--- src/rtl/wb_port_arb_pkg.sv ---
// Shared sizes, defaults and types for the GP register-file write-port arbiter.
//   SIZE_TGT_GP  : width of a GP register index
//   SIZE_DATA    : width of a register-file data word
//   NREG_DEF     : number of GP registers
//   DEPTH_DEF    : default late-result FIFO depth
//   MAX_WAIT_DEF : default starvation threshold (cycles)
package wb_port_arb_pkg;
    localparam int SIZE_TGT_GP  = 5;
    localparam int SIZE_DATA    = 32;
    localparam int NREG_DEF     = 1 << SIZE_TGT_GP;
    localparam int DEPTH_DEF    = 4;
    localparam int MAX_WAIT_DEF = 8;

    typedef logic [SIZE_TGT_GP-1:0] gp_addr_t;
    typedef logic [SIZE_DATA-1:0]   gp_data_t;

    // One register-file write request.
    typedef struct packed {
        gp_addr_t addr;
        gp_data_t data;
    } wb_req_t;
endpackage

--- src/rtl/wb_late_fifo.sv ---
// Late-result FIFO with per-entry valid bits and kill-by-address.
//   clk_i, rst_ni  : clock, synchronous active-low reset
//   push_i/push_req_i : enqueue a request at the tail
//   pop_i          : drop the head entry (caller guarantees non-empty)
//   kill_en_i/kill_addr_i : invalidate every entry targeting kill_addr_i
//   ready_o        : count < DEPTH (registered count only)
//   empty_o        : FIFO holds no slots
//   head_o/head_vld_o : head entry and whether it is still live
//   pend_mask_o    : onehot OR of addresses of all live entries
module wb_late_fifo
    import wb_port_arb_pkg::*;
#(
    parameter int DEPTH = DEPTH_DEF,
    parameter int NREG  = NREG_DEF
) (
    input  logic            clk_i,
    input  logic            rst_ni,
    input  logic            push_i,
    input  wb_req_t         push_req_i,
    input  logic            pop_i,
    input  logic            kill_en_i,
    input  gp_addr_t        kill_addr_i,
    output logic            ready_o,
    output logic            empty_o,
    output wb_req_t         head_o,
    output logic            head_vld_o,
    output logic [NREG-1:0] pend_mask_o
);
    localparam int PW = (DEPTH > 1) ? $clog2(DEPTH) : 1;
    localparam int CW = $clog2(DEPTH + 1);

    wb_req_t          mem_q [DEPTH];
    logic [DEPTH-1:0] vld_q, vld_d;
    logic [PW-1:0]    rd_ptr_q, wr_ptr_q;
    logic [CW-1:0]    cnt_q;

    assign ready_o    = cnt_q < CW'(DEPTH);
    assign empty_o    = cnt_q == '0;
    assign head_o     = mem_q[rd_ptr_q];
    // Valid bits are only ever set on occupied slots, so this implies non-empty.
    assign head_vld_o = vld_q[rd_ptr_q];

    // Kill first, then pop, then push: a late result arriving alongside a
    // same-address pipe write is younger than nothing and is stored dead.
    always_comb begin
        vld_d = vld_q;
        if (kill_en_i) begin
            for (int i = 0; i < DEPTH; i++) begin
                if (mem_q[i].addr == kill_addr_i) vld_d[i] = 1'b0;
            end
        end
        if (pop_i)  vld_d[rd_ptr_q] = 1'b0;
        if (push_i) vld_d[wr_ptr_q] = !(kill_en_i && push_req_i.addr == kill_addr_i);
    end

    always_ff @(posedge clk_i) begin
        if (!rst_ni) begin
            vld_q    <= '0;
            rd_ptr_q <= '0;
            wr_ptr_q <= '0;
            cnt_q    <= '0;
        end else begin
            vld_q <= vld_d;
            if (push_i) wr_ptr_q <= wr_ptr_q + 1'b1;
            if (pop_i)  rd_ptr_q <= rd_ptr_q + 1'b1;
            case ({push_i, pop_i})
                2'b10:   cnt_q <= cnt_q + 1'b1;
                2'b01:   cnt_q <= cnt_q - 1'b1;
                default: cnt_q <= cnt_q;
            endcase
        end
    end

    // Payload storage needs no reset; liveness is carried by vld_q.
    always_ff @(posedge clk_i) begin
        if (push_i) mem_q[wr_ptr_q] <= push_req_i;
    end

    always_comb begin
        pend_mask_o = '0;
        for (int i = 0; i < DEPTH; i++) begin
            if (vld_q[i]) pend_mask_o[mem_q[i].addr] = 1'b1;
        end
    end
endmodule

--- src/rtl/wb_port_arb.sv ---
// GP register-file write-port arbiter: pipeline writeback has absolute
// priority; late results are queued and drained into idle slots.
//   iw_clk, iw_rst_n        : clock, synchronous active-low reset
//   iw_pipe_*               : pipeline writeback (never back-pressured)
//   iw_late_* / ow_late_ready : late-result handshake
//   ow_gp_write_*           : registered regfile write port
//   ow_stall_req            : registered bubble request on head starvation
//   ow_pend_mask            : registers with a live queued write
module wb_port_arb
    import wb_port_arb_pkg::*;
#(
    parameter int DEPTH    = DEPTH_DEF,
    parameter int MAX_WAIT = MAX_WAIT_DEF,
    parameter int NREG     = NREG_DEF
) (
    input  logic                   iw_clk,
    input  logic                   iw_rst_n,
    input  logic                   iw_pipe_we,
    input  logic [SIZE_TGT_GP-1:0] iw_pipe_addr,
    input  logic [SIZE_DATA-1:0]   iw_pipe_data,
    input  logic                   iw_late_valid,
    input  logic [SIZE_TGT_GP-1:0] iw_late_addr,
    input  logic [SIZE_DATA-1:0]   iw_late_data,
    output logic                   ow_late_ready,
    output logic                   ow_gp_write_enable,
    output logic [SIZE_TGT_GP-1:0] ow_gp_write_addr,
    output logic [SIZE_DATA-1:0]   ow_gp_write_data,
    output logic                   ow_stall_req,
    output logic [NREG-1:0]        ow_pend_mask
);
    localparam int WW = $clog2(MAX_WAIT + 1);

    wb_req_t       head;
    logic          head_vld, empty, push, pop, blocked;
    logic [WW-1:0] wait_q, wait_d;
    logic          we_q, we_d, stall_q;
    gp_addr_t      addr_q, addr_d;
    gp_data_t      data_q, data_d;

    assign push    = iw_late_valid & ow_late_ready;
    // A dead head is discarded even while the pipe owns the port.
    assign pop     = !empty && (!head_vld || !iw_pipe_we);
    assign blocked = head_vld && iw_pipe_we;

    wb_late_fifo #(.DEPTH(DEPTH), .NREG(NREG)) u_fifo (
        .clk_i       (iw_clk),
        .rst_ni      (iw_rst_n),
        .push_i      (push),
        .push_req_i  ('{addr: iw_late_addr, data: iw_late_data}),
        .pop_i       (pop),
        .kill_en_i   (iw_pipe_we),
        .kill_addr_i (iw_pipe_addr),
        .ready_o     (ow_late_ready),
        .empty_o     (empty),
        .head_o      (head),
        .head_vld_o  (head_vld),
        .pend_mask_o (ow_pend_mask)
    );

    always_comb begin
        we_d   = 1'b0;
        addr_d = addr_q;
        data_d = data_q;
        if (iw_pipe_we) begin
            we_d   = 1'b1;
            addr_d = iw_pipe_addr;
            data_d = iw_pipe_data;
        end else if (pop && head_vld) begin
            we_d   = 1'b1;
            addr_d = head.addr;
            data_d = head.data;
        end
    end

    // Any non-blocked cycle means the head popped or the FIFO is empty.
    always_comb begin
        wait_d = '0;
        if (blocked) wait_d = (wait_q == WW'(MAX_WAIT)) ? wait_q : wait_q + 1'b1;
    end

    always_ff @(posedge iw_clk) begin
        if (!iw_rst_n) begin
            we_q    <= 1'b0;
            addr_q  <= '0;
            data_q  <= '0;
            wait_q  <= '0;
            stall_q <= 1'b0;
        end else begin
            we_q    <= we_d;
            addr_q  <= addr_d;
            data_q  <= data_d;
            wait_q  <= wait_d;
            stall_q <= wait_d >= WW'(MAX_WAIT);
        end
    end

    assign ow_gp_write_enable = we_q;
    assign ow_gp_write_addr   = addr_q;
    assign ow_gp_write_data   = data_q;
    assign ow_stall_req       = stall_q;
endmodule

--- config.mk ---
export PLATFORM = sky130hd
export DESIGN_NAME = wb_port_arb
export DESIGN_NICKNAME = d
export VERILOG_FILES = /design/src/rtl/wb_port_arb_pkg.sv /design/src/rtl/wb_late_fifo.sv /design/src/rtl/wb_port_arb.sv
export SDC_FILE = /design/constraint.sdc
export NUM_CORES = 1
export LEC_CHECK = 0
export ABC_AREA = 1
export CAP_MARGIN = 40
export CORE_MARGIN = 2
export CORE_UTILIZATION = 54
export DETAILED_ROUTE_END_ITERATION = 12
export HOLD_SLACK_MARGIN = 0.02
export PLACE_DENSITY = 0.8
export SYNTH_ARGS = -nofsm -noshare
export SYNTH_HDL_FRONTEND = slang
export SYNTH_SLANG_ARGS = --single-unit
--- constraint.sdc ---
create_clock -name iw_clk -period 3.4 [get_ports iw_clk]
set_input_delay 0.68 -clock iw_clk [delete_from_list [all_inputs] [get_ports iw_clk]]
set_output_delay 0.68 -clock iw_clk [all_outputs]
set_load 0.02 [all_outputs]
==> impl_summary.txt, run 1 <==
----------------------------------------------------
[Run status]
  Status ... complete, no violations

[Detailed routing]
  Antenna-violating nets left ... 0
  Routed WL ... ~25 mm
  Wire length per cell after detailed routing ... 17.8 µm
  Overall via count from detail_route ... roughly 8,000
  Vias per inst ... 5.79
  Number of search-and-repair iterations in the first detailed-routing pass ... 7
  Initial DRC count ... 760
  DRC violations left ... 0

[STA]
  Setup Viol. Count Final ... 0
  Number of hold violations in the final report ... 0
  Total count of max-transition violations in the final report ... 0
  Clock Skew ... 0.0128 ns
  Relative slew slack ... 0.407
  Total negative slack ... 0 ns
  Worst hold margin ... 0.453 ns
  Portion of the clock cycle consumed by the worst path in the final layout ... 0.937
  Slew at the pin with the worst max-slew slack ... 0.890 ns
  Maximum achievable frequency ... between 0.3 and 0.4 GHz
  RSZ-0062 raised after global routing ... no
  Final Critical Period ... ~3.2 ns

[Synthesis]
  Post-synthesis instance total ... 1,007
  Average cell area after synthesis ... 9.43 µm²
  Nets in the synthesized netlist ... 1,097
  Synthesis Warnings ... 0
  Count of unique library cells instantiated by Yosys ... 32
  Cell area after synthesis ... 0.00950 mm²
  Count of state elements after synthesis ... between 200 and 250
  Biggest area contributors in the synthesized netlist ... sky130_fd_sc_hd__edfxtp_1, sky130_fd_sc_hd__dfxtp_1, sky130_fd_sc_hd__o21ai_0, sky130_fd_sc_hd__nor2_1, sky130_fd_sc_hd__nand2_1
  Top-area cell type share of the netlist area ... 0.468
  Library cell with the largest summed area after synthesis ... sky130_fd_sc_hd__edfxtp_1
  Portion of the post-synthesis area used by sequential elements ... 0.584

[Global routing]
  Via count of the first global-routing pass ... 7,649
  Largest net degree at the start of global routing ... 83
  Antenna violations before repair ... 0
  Total track usage ... 0.266
  Wire length of the first global-routing pass ... 38.8 mm
  Global route total overflow ... 0

[Finish]
  Growth of design area from synthesis to finish ... 25.8%
  Fraction of final layout cells with drive strength greater than 1 ... 0.0663
  Commonest cells after routing, fill and taps aside ... sky130_fd_sc_hd__nor2_1, sky130_fd_sc_hd__o21ai_0, sky130_fd_sc_hd__nand2_1
  Antenna fix cells ... 0
  Most common library cell in the layout ignoring fill and taps ... sky130_fd_sc_hd__nor2_1
  Final Net Count ... 1,235

[Clocking]
  TritonCTS clock tree ... built
  Register clock-pin slew on the reported worst setup and hold paths ... roughly 0.06 ns
  Hold-fix buffer count after cts ... 0
  CTS max path bufs ... 3
  Later-pin clock latency in the skew report ... 0.50 ns
  Quantity of gates resized following cts ... 0
  Root buf cell ... sky130_fd_sc_hd__clkbuf_16
  H-tree lvl count ... 1
  Sinks on Clock Net ... about 200
  Inserted Clock Buffers ... 22
  Post-CTS Repair Setup Buffers ... 0

[Setup path]
  Biggest fanout along the worst timing path ... 8
  Required time reported for the critical path endpoint ... approximately 2.7 ns
  Worst reg-to-reg setup slack ... 1.12 ns
  Startpoint of the most critical register-to-register path ... u_fifo.rd_ptr_q[0]
  Startpoint types ... flip-flop
  Crit end category ... output pin
  Largest stage delay, worst path ... 0.67 ns
  Arrival time worst endpoint ... 2.51 ns
  Slowest library cell on the worst path ... sky130_fd_sc_hd__clkdlybuf4s50_1
  Cell depth of the worst flop-to-flop path ... 13
  Reg2Reg Capture Point ... u_fifo.cnt_q[2]
  Ordered cell list for the critical path ... inv_1 -> nand3_1 -> o221ai_1 -> clkdlybuf4s50_1
  Crit Path Category ... flip-flop to output pin

[Min path]
  Number of cells on the worst hold path ... 1
  Worst hold path type ... flip-flop to flip-flop
  Hold_sp ... u_fifo.cnt_q[0]
  Hold Path Sink ... u_fifo.cnt_q[0]

[Floorplanning]
  Placeable core area ... 0.0172 mm²
  Starting density of the core ... 0.551
  Die area ... 0.0187 mm²
  Number of placement rows ... 48
  Number of primary I/O pins ... 150
  Die height ... 137 µm
  Die Wd ... 137 µm

[Power]
  Clock share of power ... 0.297
  Sequential group share of total power ... 0.388
  Combinational Power Share ... 0.315
  PD cells ... 688 mW/mm²
  Total internal power ... 5430 µW
  Reported leakage power ... roughly 0.0044 µW
  Post-layout total power ... 8220 µW
  Maximum ir drop on the vdd rail ... 0.480 mV
  Fraction of power spent switching nets ... 0.340
  Net switching power ... 2790 µW

[Place]
  Last weighted congestion value of the routability-driven placer ... 0.998
  Estimated wirelength of the detail-placed design ... 15.8 mm
  I/O Buffers ... 149

[Flow run]
  Count of maximum capacitance violations ... 0

----------------------------------------------------
[metal layers]
layer  track usage  routed length (µm)
met1         0.333                9850
met2         0.448               12100
met3        0.0541                2100
met4         0.112                 659
met5             0                   0
[worst max-delay path: cells and delay by family (launching register included)]
| family | cells | cell delay, ns |
|---|---|---|
| compound gates | 1 | 0.36 |
| flops | 1 | 0.47 |
| simple gates | 1 | 0.38 |
| buf+inv | 2 | 0.80 |
[power by group through the flow]
stage          clock [µW]  combinational (µW)  sequential (µW)
2_1_floorplan           0                1650             3320
3_3_place_gp            0                2460             3220
3_5_place_dp            0                2570             3230
4_1_cts              2470                2590             3190
5_1_grt              2580                2900             3220
6_report             2440                2590             3190
[sequential cells by signal, summed over array words and instances, names as in the netlist, named ones only]
register / count
u_fifo.mem_q: 148
ow_gp_write_data: 32
ow_gp_write_addr: 5
u_fifo.vld_q: 4
wait_q: 4
u_fifo.cnt_q: 3
u_fifo.rd_ptr_q: 2
u_fifo.wr_ptr_q: 2
ow_gp_write_enable: 1
[kinds of logic after synthesis]
logic type      count (synthesis)  synth area share
fa+ha+maj                      12            0.0166
xor+xnor                        3           0.00277
simple gates                  429             0.187
flops                         203             0.584
compound gates                259             0.162
buf+inv                       101            0.0474
[synthesized netlist by cell type, drive strengths merged]
library cell	n
nor2	198
o21ai	170
nand2	154
edfxtp	148
nand3	68
dfxtp	55
inv	53
o221ai	31
o22a	30
clkbuf	27
a21oi	22
buf	21
ha	11
nand3b	6
o211ai	3
o22ai	3
xor2	3
and2	1
fa	1
nor3	1
or2	1
[how the worst max path moves through the flow]
stage,start,endpoint,slack (ns)
global placement,u_fifo.mem_q[0][33],ow_pend_mask[1],0.85
floorplan,iw_late_valid,u_fifo.mem_q[0][0],0.40
CTS,u_fifo.mem_q[0][33],ow_pend_mask[1],0.26
finish,u_fifo.mem_q[3][32],ow_pend_mask[16],0.21
global route,u_fifo.mem_q[0][33],ow_pend_mask[1],0.14
detailed placement,u_fifo.mem_q[0][33],ow_pend_mask[1],0.80
[stage by stage]
step / setup WS, ns / instance area, µm² / utilization / std cells
2_1_floorplan: 0.405 / 9500 / - / 1007
3_3_place_gp: 0.850 / 11100 / 0.646 / 1344
3_5_place_dp: 0.803 / 11200 / 0.649 / 1346
4_1_cts: 0.263 / 11900 / 0.693 / 1386
5_1_grt: 0.137 / 11900 / 0.693 / 1386
6_report: 0.215 / 11900 / 0.693 / 1386
[cell type report]
class                   instances  area, µm²
repair buffers                162       1620
fillers                      1295       5290
flip-flops and latches        203       5550
well taps                     225        282
inverters                      53        201
clock buffers                  30        652
multi-input cells             703       3530
clock inverters                10        111
(Power assumes the default switching activity.)
==> inputs of run 2 (changes only) <==
--- a/config.mk
+++ b/config.mk
@@ -8,10 +8,11 @@
 export ABC_AREA = 1
 export CAP_MARGIN = 40
 export CORE_MARGIN = 2
-export CORE_UTILIZATION = 54
+export CORE_UTILIZATION = 55
 export DETAILED_ROUTE_END_ITERATION = 12
+export DONT_BUFFER_PORTS = 1
 export HOLD_SLACK_MARGIN = 0.02
-export PLACE_DENSITY = 0.8
+export PLACE_DENSITY = 0.7
 export SYNTH_ARGS = -nofsm -noshare
 export SYNTH_HDL_FRONTEND = slang
 export SYNTH_SLANG_ARGS = --single-unit
==> run 2 against run 1 <==
Flip-flop and latch count stayed put. Clock power shrank 5%. First-iteration DRC count is 5.4% lower. Setup slack better by 0.42 ns. Total power down 5.7%. Cell area fell by 13%. Sequential power grew 5%. Critical path type unchanged. Largest power group unchanged.
==> impl_summary.txt, run 2 (synthesis gave the netlist of run 1 again) <==
----------------------------------------------------
[Detailed routing]
  Met2 wirelength from detailed routing ... approximately 11 mm
  Number of search-and-repair iterations in the first detailed-routing pass ... 5
  Routed WL ... 23.8 mm
  Antenna-violating nets left ... 0
  Routed length on met1 ... 10.4 mm
  Top routing layer used ... met4
  Initial DRC count ... between 700 and 800
  Length of routed met3 wiring ... 1.79 mm
  Wire length per cell after detailed routing ... 19.3 µm
  Overall via count from detail_route ... approximately 7,300
  Vias per inst ... 5.88
  DRC violations left ... 0

[Place]
  Worst slack after detailed placement ... 0.951 ns
  Estimated wirelength of the detail-placed design ... around 15 mm
  Last weighted congestion value of the routability-driven placer ... 0.974
  Standard cell area after detailed placement ... approximately 0.0097 mm²
  Placed insts ... around 1,200
  I/O Buffers ... 0

[Min path]
  Worst hold path type ... primary input to flip-flop
  Hold_sp ... iw_late_data[6]

[Setup path]
  Worst setup startpoint ... u_fifo.mem_q[3][33]
  Crit end category ... output pin
  Startpoint of the most critical register-to-register path ... u_fifo.rd_ptr_q[0]
  Crit Path Category ... flip-flop to output pin
  Slowest library cell on the worst path ... sky130_fd_sc_hd__o21ai_0
  Largest stage delay, worst path ... 0.66 ns
  Required time reported for the critical path endpoint ... 2.72 ns
  Ordered cell list for the critical path ... inv_1 -> nand3_1 -> o21ai_0
  Arrival time worst endpoint ... ~2.1 ns
  Biggest fanout along the worst timing path ... 8
  Startpoint types ... flip-flop

[Finish]
  Fraction of final layout cells with drive strength greater than 1 ... 0.0733
  Top register by number of flip-flops ... u_fifo.mem_q
  Antenna fix cells ... 0
  Most common library cell in the layout ignoring fill and taps ... sky130_fd_sc_hd__nor2_1
  Final Net Count ... 1,084
  Number of flip-flops under the largest register name ... 148
  Cell area after layout ... between 0.01 and 0.015 mm²
  Non-filler instance count after layout ... about 1,200
  Commonest cells after routing, fill and taps aside ... sky130_fd_sc_hd__nor2_1, sky130_fd_sc_hd__o21ai_0, sky130_fd_sc_hd__nand2_1
  Growth of design area from synthesis to finish ... 9.67%

[Floorplanning]
  Number of primary I/O pins ... 150
  Starting density of the core ... 0.557
  Die area ... approximately 0.018 mm²
  Die height ... 135 µm
  Placeable core area ... approximately 0.017 mm²
  Die Wd ... about 140 µm
  Number of placement rows ... between 40 and 50

[STA]
  Slew at the pin with the worst max-slew slack ... 0.885 ns
  Total count of max-transition violations in the final report ... 0
  Setup Viol. Count Final ... 0
  Total negative slack ... 0 ns
  Final Critical Period ... 2.77 ns
  Final worst setup slack ... 0.631 ns
  RSZ-0062 raised after global routing ... no
  Relative slew slack ... 0.410
  Clock Skew ... between 0.01 and 0.015 ns
  Maximum achievable frequency ... 0.361 GHz
  Portion of the clock cycle consumed by the worst path in the final layout ... 0.815
  Number of hold violations in the final report ... 0

[Global routing]
  Largest net degree at the start of global routing ... 83
  Wire length of the first global-routing pass ... approximately 37 mm
  Total track usage ... 0.260
  Antenna violations before repair ... 0
  Global route total overflow ... 0
  Via count of the first global-routing pass ... 7,013

[Power]
  Post-layout total power ... 7750 µW
  Clock share of power ... 0.299
  Net switching power ... 2700 µW
  Fraction of power spent switching nets ... 0.348
  PD cells ... between 700 and 800 mW/mm²
  Sequential group share of total power ... 0.431
  Combinational Power Share ... 0.270
  Reported leakage power ... 0.00383 µW
  Total internal power ... 5050 µW
  Maximum ir drop on the vdd rail ... 0.464 mV

[Clocking]
  Root buf cell ... sky130_fd_sc_hd__clkbuf_16
  TritonCTS clock tree ... built
  H-tree lvl count ... 1
  CTS max path bufs ... 3
  Register clock-pin slew on the reported worst setup and hold paths ... 0.06 ns
  Inserted Clock Buffers ... 22
  Sinks on Clock Net ... 203
  Quantity of gates resized following cts ... 0
  Later-pin clock latency in the skew report ... 0.49 ns
  Hold-fix buffer count after cts ... 0
  Post-CTS Repair Setup Buffers ... 0

[Flow run]
  Count of maximum capacitance violations ... 0

[Run status]
  Status ... complete, no violations

----------------------------------------------------
==> run 2: cell count changes in the layout (fill, tap and decap cells not counted), sizes merged <==
cell / change
clkdlybuf4s50: -148
buf: -3
clkinvlp: +2
bufinv: -1
clkbuf: -1
clkinv: +1
inv: -1
==> run 2: worst max-delay path, delay by kind of cell (launching register included) <==
family | cells | cell delay, ns
flops | 1 | 0.44
simple gates | 1 | 0.35
compound gates | 1 | 0.66
buf+inv | 1 | 0.16
==> run 2: final timing paths <==
path / to / cells after the start / slack [ns]
worst max-delay path: ow_pend_mask[1] / 3 / 0.63
worst min-delay path: u_fifo.mem_q[1][6] / 0 / 0.28
worst max register to register: u_fifo.cnt_q[2] / 13 / 1.12
worst min register to register: u_fifo.cnt_q[0] / 1 / 0.45
==> run 2: area by class of cell <==
cell class,instances,area (µm²)
Inverter,53,201
Timing Repair Buffer,11,133
Tap cell,225,282
Sequential cell,203,5550
Clock inverter,11,93.8
Fill cell,1493,6640
Clock buffer,29,628
Multi-Input combinational cell,703,3530
==> run 2: metal layers <==
metal | vias up | track usage
met5 | - | 0
li1 | 3507 | -
met1 | 3440 | 0.347
met3 | 35 | 0.0580
met2 | 280 | 0.432
met4 | 0 | 0.0723
==> run 2: per-stage QoR <==
| step | util | hold WS (ns) |
|---|---|---|
| 6_report | 0.611 | 0.281 |
| 5_1_grt | 0.611 | 0.257 |
| 4_1_cts | 0.611 | 0.260 |
| 3_5_place_dp | 0.568 | 0.443 |
| 3_3_place_gp | 0.566 | 0.434 |
| 2_1_floorplan | - | 0.423 |
==> run 2: power by group through the flow <==
| stage | registers (µW) | clock network (µW) | logic (µW) |
|---|---|---|---|
| after floorplan | 3320 | 0 | 1650 |
| after global placement | 3380 | 0 | 1990 |
| after detailed placement | 3380 | 0 | 2090 |
| after CTS | 3330 | 2360 | 2100 |
| after global routing | 3370 | 2460 | 2410 |
| final | 3340 | 2320 | 2090 |
==> inputs of run 3 (changes only) <==
==> constraint.sdc (replaced) <==
create_clock -name iw_clk -period 2.6 [get_ports iw_clk]
set_input_delay 0.52 -clock iw_clk [delete_from_list [all_inputs] [get_ports iw_clk]]
set_output_delay 0.52 -clock iw_clk [all_outputs]
set_load 0.02 [all_outputs]
==> run 3 against run 2 <==
The run now ends with negative setup slack left. Register-to-register slack got worse by 0.80 ns. Cell area up 0.55%. Hold slack lost 0.18 ns. Total power increased by 32%. Flip-flop and latch count stayed put. Global-route usage fell by 0.38 points. Largest power group unchanged.
==> impl_summary.txt, run 3 (synthesis gave the netlist of run 1 again) <==
----------------------------------------------------
[Run status]
  Status ... complete, but fails checks
  Failing checks ... negative setup slack

[Detailed routing]
  Vias per inst ... 5.93
  Number of search-and-repair iterations in the first detailed-routing pass ... 7
  Wire length per cell after detailed routing ... 19.3 µm
  Antenna-violating nets left ... 0
  Routed WL ... 23.8 mm
  DRC violations left ... 0
  Overall via count from detail_route ... roughly 7,300
  Initial DRC count ... 660

[STA]
  Relative slew slack ... 0.621
  Final Critical Period ... 2.61 ns
  Portion of the clock cycle consumed by the worst path in the final layout ... 1.00
  Total count of max-transition violations in the final report ... 0
  Setup Viol. Count Final ... 3
  Slew at the pin with the worst max-slew slack ... 0.568 ns
  Final worst setup slack ... -0.00979 ns
  Number of hold violations in the final report ... 0
  Total negative slack ... -0.0139 ns
  Maximum achievable frequency ... 0.383 GHz
  RSZ-0062 raised after global routing ... yes
  Clock Skew ... roughly 0.021 ns

[Floorplanning]
  Die height ... 135 µm
  Starting density of the core ... 0.557
  Die area ... 0.0183 mm²
  Number of primary I/O pins ... 150
  Die Wd ... 135 µm
  Number of placement rows ... 48
  Placeable core area ... roughly 0.017 mm²

[Clocking]
  Register clock-pin slew on the reported worst setup and hold paths ... 0.06 ns
  CTS max path bufs ... 3
  Post-CTS Repair Setup Buffers ... 0
  TritonCTS clock tree ... built
  H-tree lvl count ... 1
  Later-pin clock latency in the skew report ... 0.51 ns
  Root buf cell ... sky130_fd_sc_hd__clkbuf_16
  Inserted Clock Buffers ... 22
  Sinks on Clock Net ... around 200

[Setup path]
  Arrival time worst endpoint ... 2.09 ns
  Startpoint of the most critical register-to-register path ... u_fifo.rd_ptr_q[0]
  Biggest fanout along the worst timing path ... 8
  Crit end category ... output pin
  Worst reg-to-reg setup slack ... around 0.32 ns
  Crit Path Category ... flip-flop to output pin
  Required time reported for the critical path endpoint ... 2.08 ns
  Startpoint types ... flip-flop
  Cell depth of the worst flop-to-flop path ... 13
  Reg2Reg Capture Point ... u_fifo.cnt_q[2]

[Finish]
  Top register by number of flip-flops ... u_fifo.mem_q
  Fraction of final layout cells with drive strength greater than 1 ... 0.0722
  Commonest cells after routing, fill and taps aside ... sky130_fd_sc_hd__nor2_1, sky130_fd_sc_hd__o21ai_0, sky130_fd_sc_hd__nand2_1
  Cell area after layout ... 0.0105 mm²
  Antenna fix cells ... 0
  Most common library cell in the layout ignoring fill and taps ... sky130_fd_sc_hd__nor2_1
  Non-filler instance count after layout ... 1,236
  Number of flip-flops under the largest register name ... about 150
  Growth of design area from synthesis to finish ... 10.3%
  Final Net Count ... 1,085

[Place]
  I/O Buffers ... 0
  Last weighted congestion value of the routability-driven placer ... 0.971
  Placed insts ... 1,196
  Estimated wirelength of the detail-placed design ... 14.4 mm
  Standard cell area after detailed placement ... 0.00971 mm²

[Min path]
  Hold Path Sink ... u_fifo.mem_q[0][11]
  Hold_sp ... iw_late_data[11]
  Number of cells on the worst hold path ... 0
  Worst hold path type ... primary input to flip-flop

[Flow run]
  Count of maximum capacitance violations ... 0

[Power]
  PD cells ... 976 mW/mm²
  Post-layout total power ... 10,200 µW
  Maximum ir drop on the vdd rail ... 0.701 mV
  Reported leakage power ... 0.00384 µW

[Global routing]
  Via count of the first global-routing pass ... a little under 7,000
  Wire length of the first global-routing pass ... 37.0 mm
  Largest net degree at the start of global routing ... 67
  Antenna violations before repair ... 0
  Global route total overflow ... 0
  Total track usage ... 0.256

----------------------------------------------------
run 3: changes by cell type in the layout (fill, tap and decap cells not counted), sizes merged:
cell and change:
buf +1, bufinv +2, clkinvlp -4, clkbuf +5, clkinv -4, inv +1
run 3: worst max path at each step:
stage                               endpoint                 from  cells past startpoint  slack, ns
after floorplan           u_fifo.mem_q[0][0]      u_fifo.cnt_q[2]                      4      -0.26
after global placement       u_fifo.cnt_q[2]   u_fifo.rd_ptr_q[0]                     13       0.48
after detailed placement     u_fifo.cnt_q[2]   u_fifo.rd_ptr_q[0]                     13       0.36
after CTS                    ow_pend_mask[9]  u_fifo.mem_q[2][33]                      3       0.10
after global routing        ow_pend_mask[20]  u_fifo.mem_q[2][33]                      3      -0.06
final                       ow_pend_mask[26]  u_fifo.mem_q[3][32]                      3      -0.01
run 3: repair_timing:
action / 4_1_cts / 5_1_grt
endpoints found under the hold margin: 0 / 0
hold buffers: 0 / 0
resized for setup: 0 / 6
setup endpoints to repair: 0 / 18
run 3: stage by stage:
stage          hold slack [ns]   util  worst slack [ns]
2_1_floorplan            0.423      -            -0.255
3_3_place_gp             0.432  0.569             0.476
5_1_grt                 0.0784  0.614           -0.0557
6_report                 0.102  0.614          -0.00979
4_1_cts                 0.0847  0.612             0.101
3_5_place_dp             0.447  0.569             0.363
run 3: cell type report:
class                           count  area, µm²
Multi-Input combinational cell    703       3560
Inverter                           53        201
Tap cell                          225        282
Timing Repair Buffer               12        153
Sequential cell                   203       5550
Fill cell                        1442       6590
Clock buffer                       34        606
Clock inverter                      6        120
run 3: power by group:
part,switching (µW),total (µW),internal (µW)
logic,1880,2740,861
clock network,1210,3120,1910
registers,424,4360,3940
total,3510,10200,6710
run 3: worst max-delay path, cell delays in order (launching register included):
cell and delay [ns]:
sky130_fd_sc_hd__edfxtp_1 0.46, sky130_fd_sc_hd__inv_1 0.13, sky130_fd_sc_hd__nand3_1 0.39, sky130_fd_sc_hd__o221ai_1 0.62
run 3: layer usage:
| metal | share of wire | global-route usage | vias to the layer above |
|---|---|---|---|
| met4 | 0.021 | 0.0868 | 0 |
| met3 | 0.084 | 0.0726 | 46 |
| met2 | 0.48 | 0.417 | 307 |
| met1 | 0.42 | 0.333 | 3470 |
| li1 | - | - | 3506 |
| met5 | 0 | 0 | - |
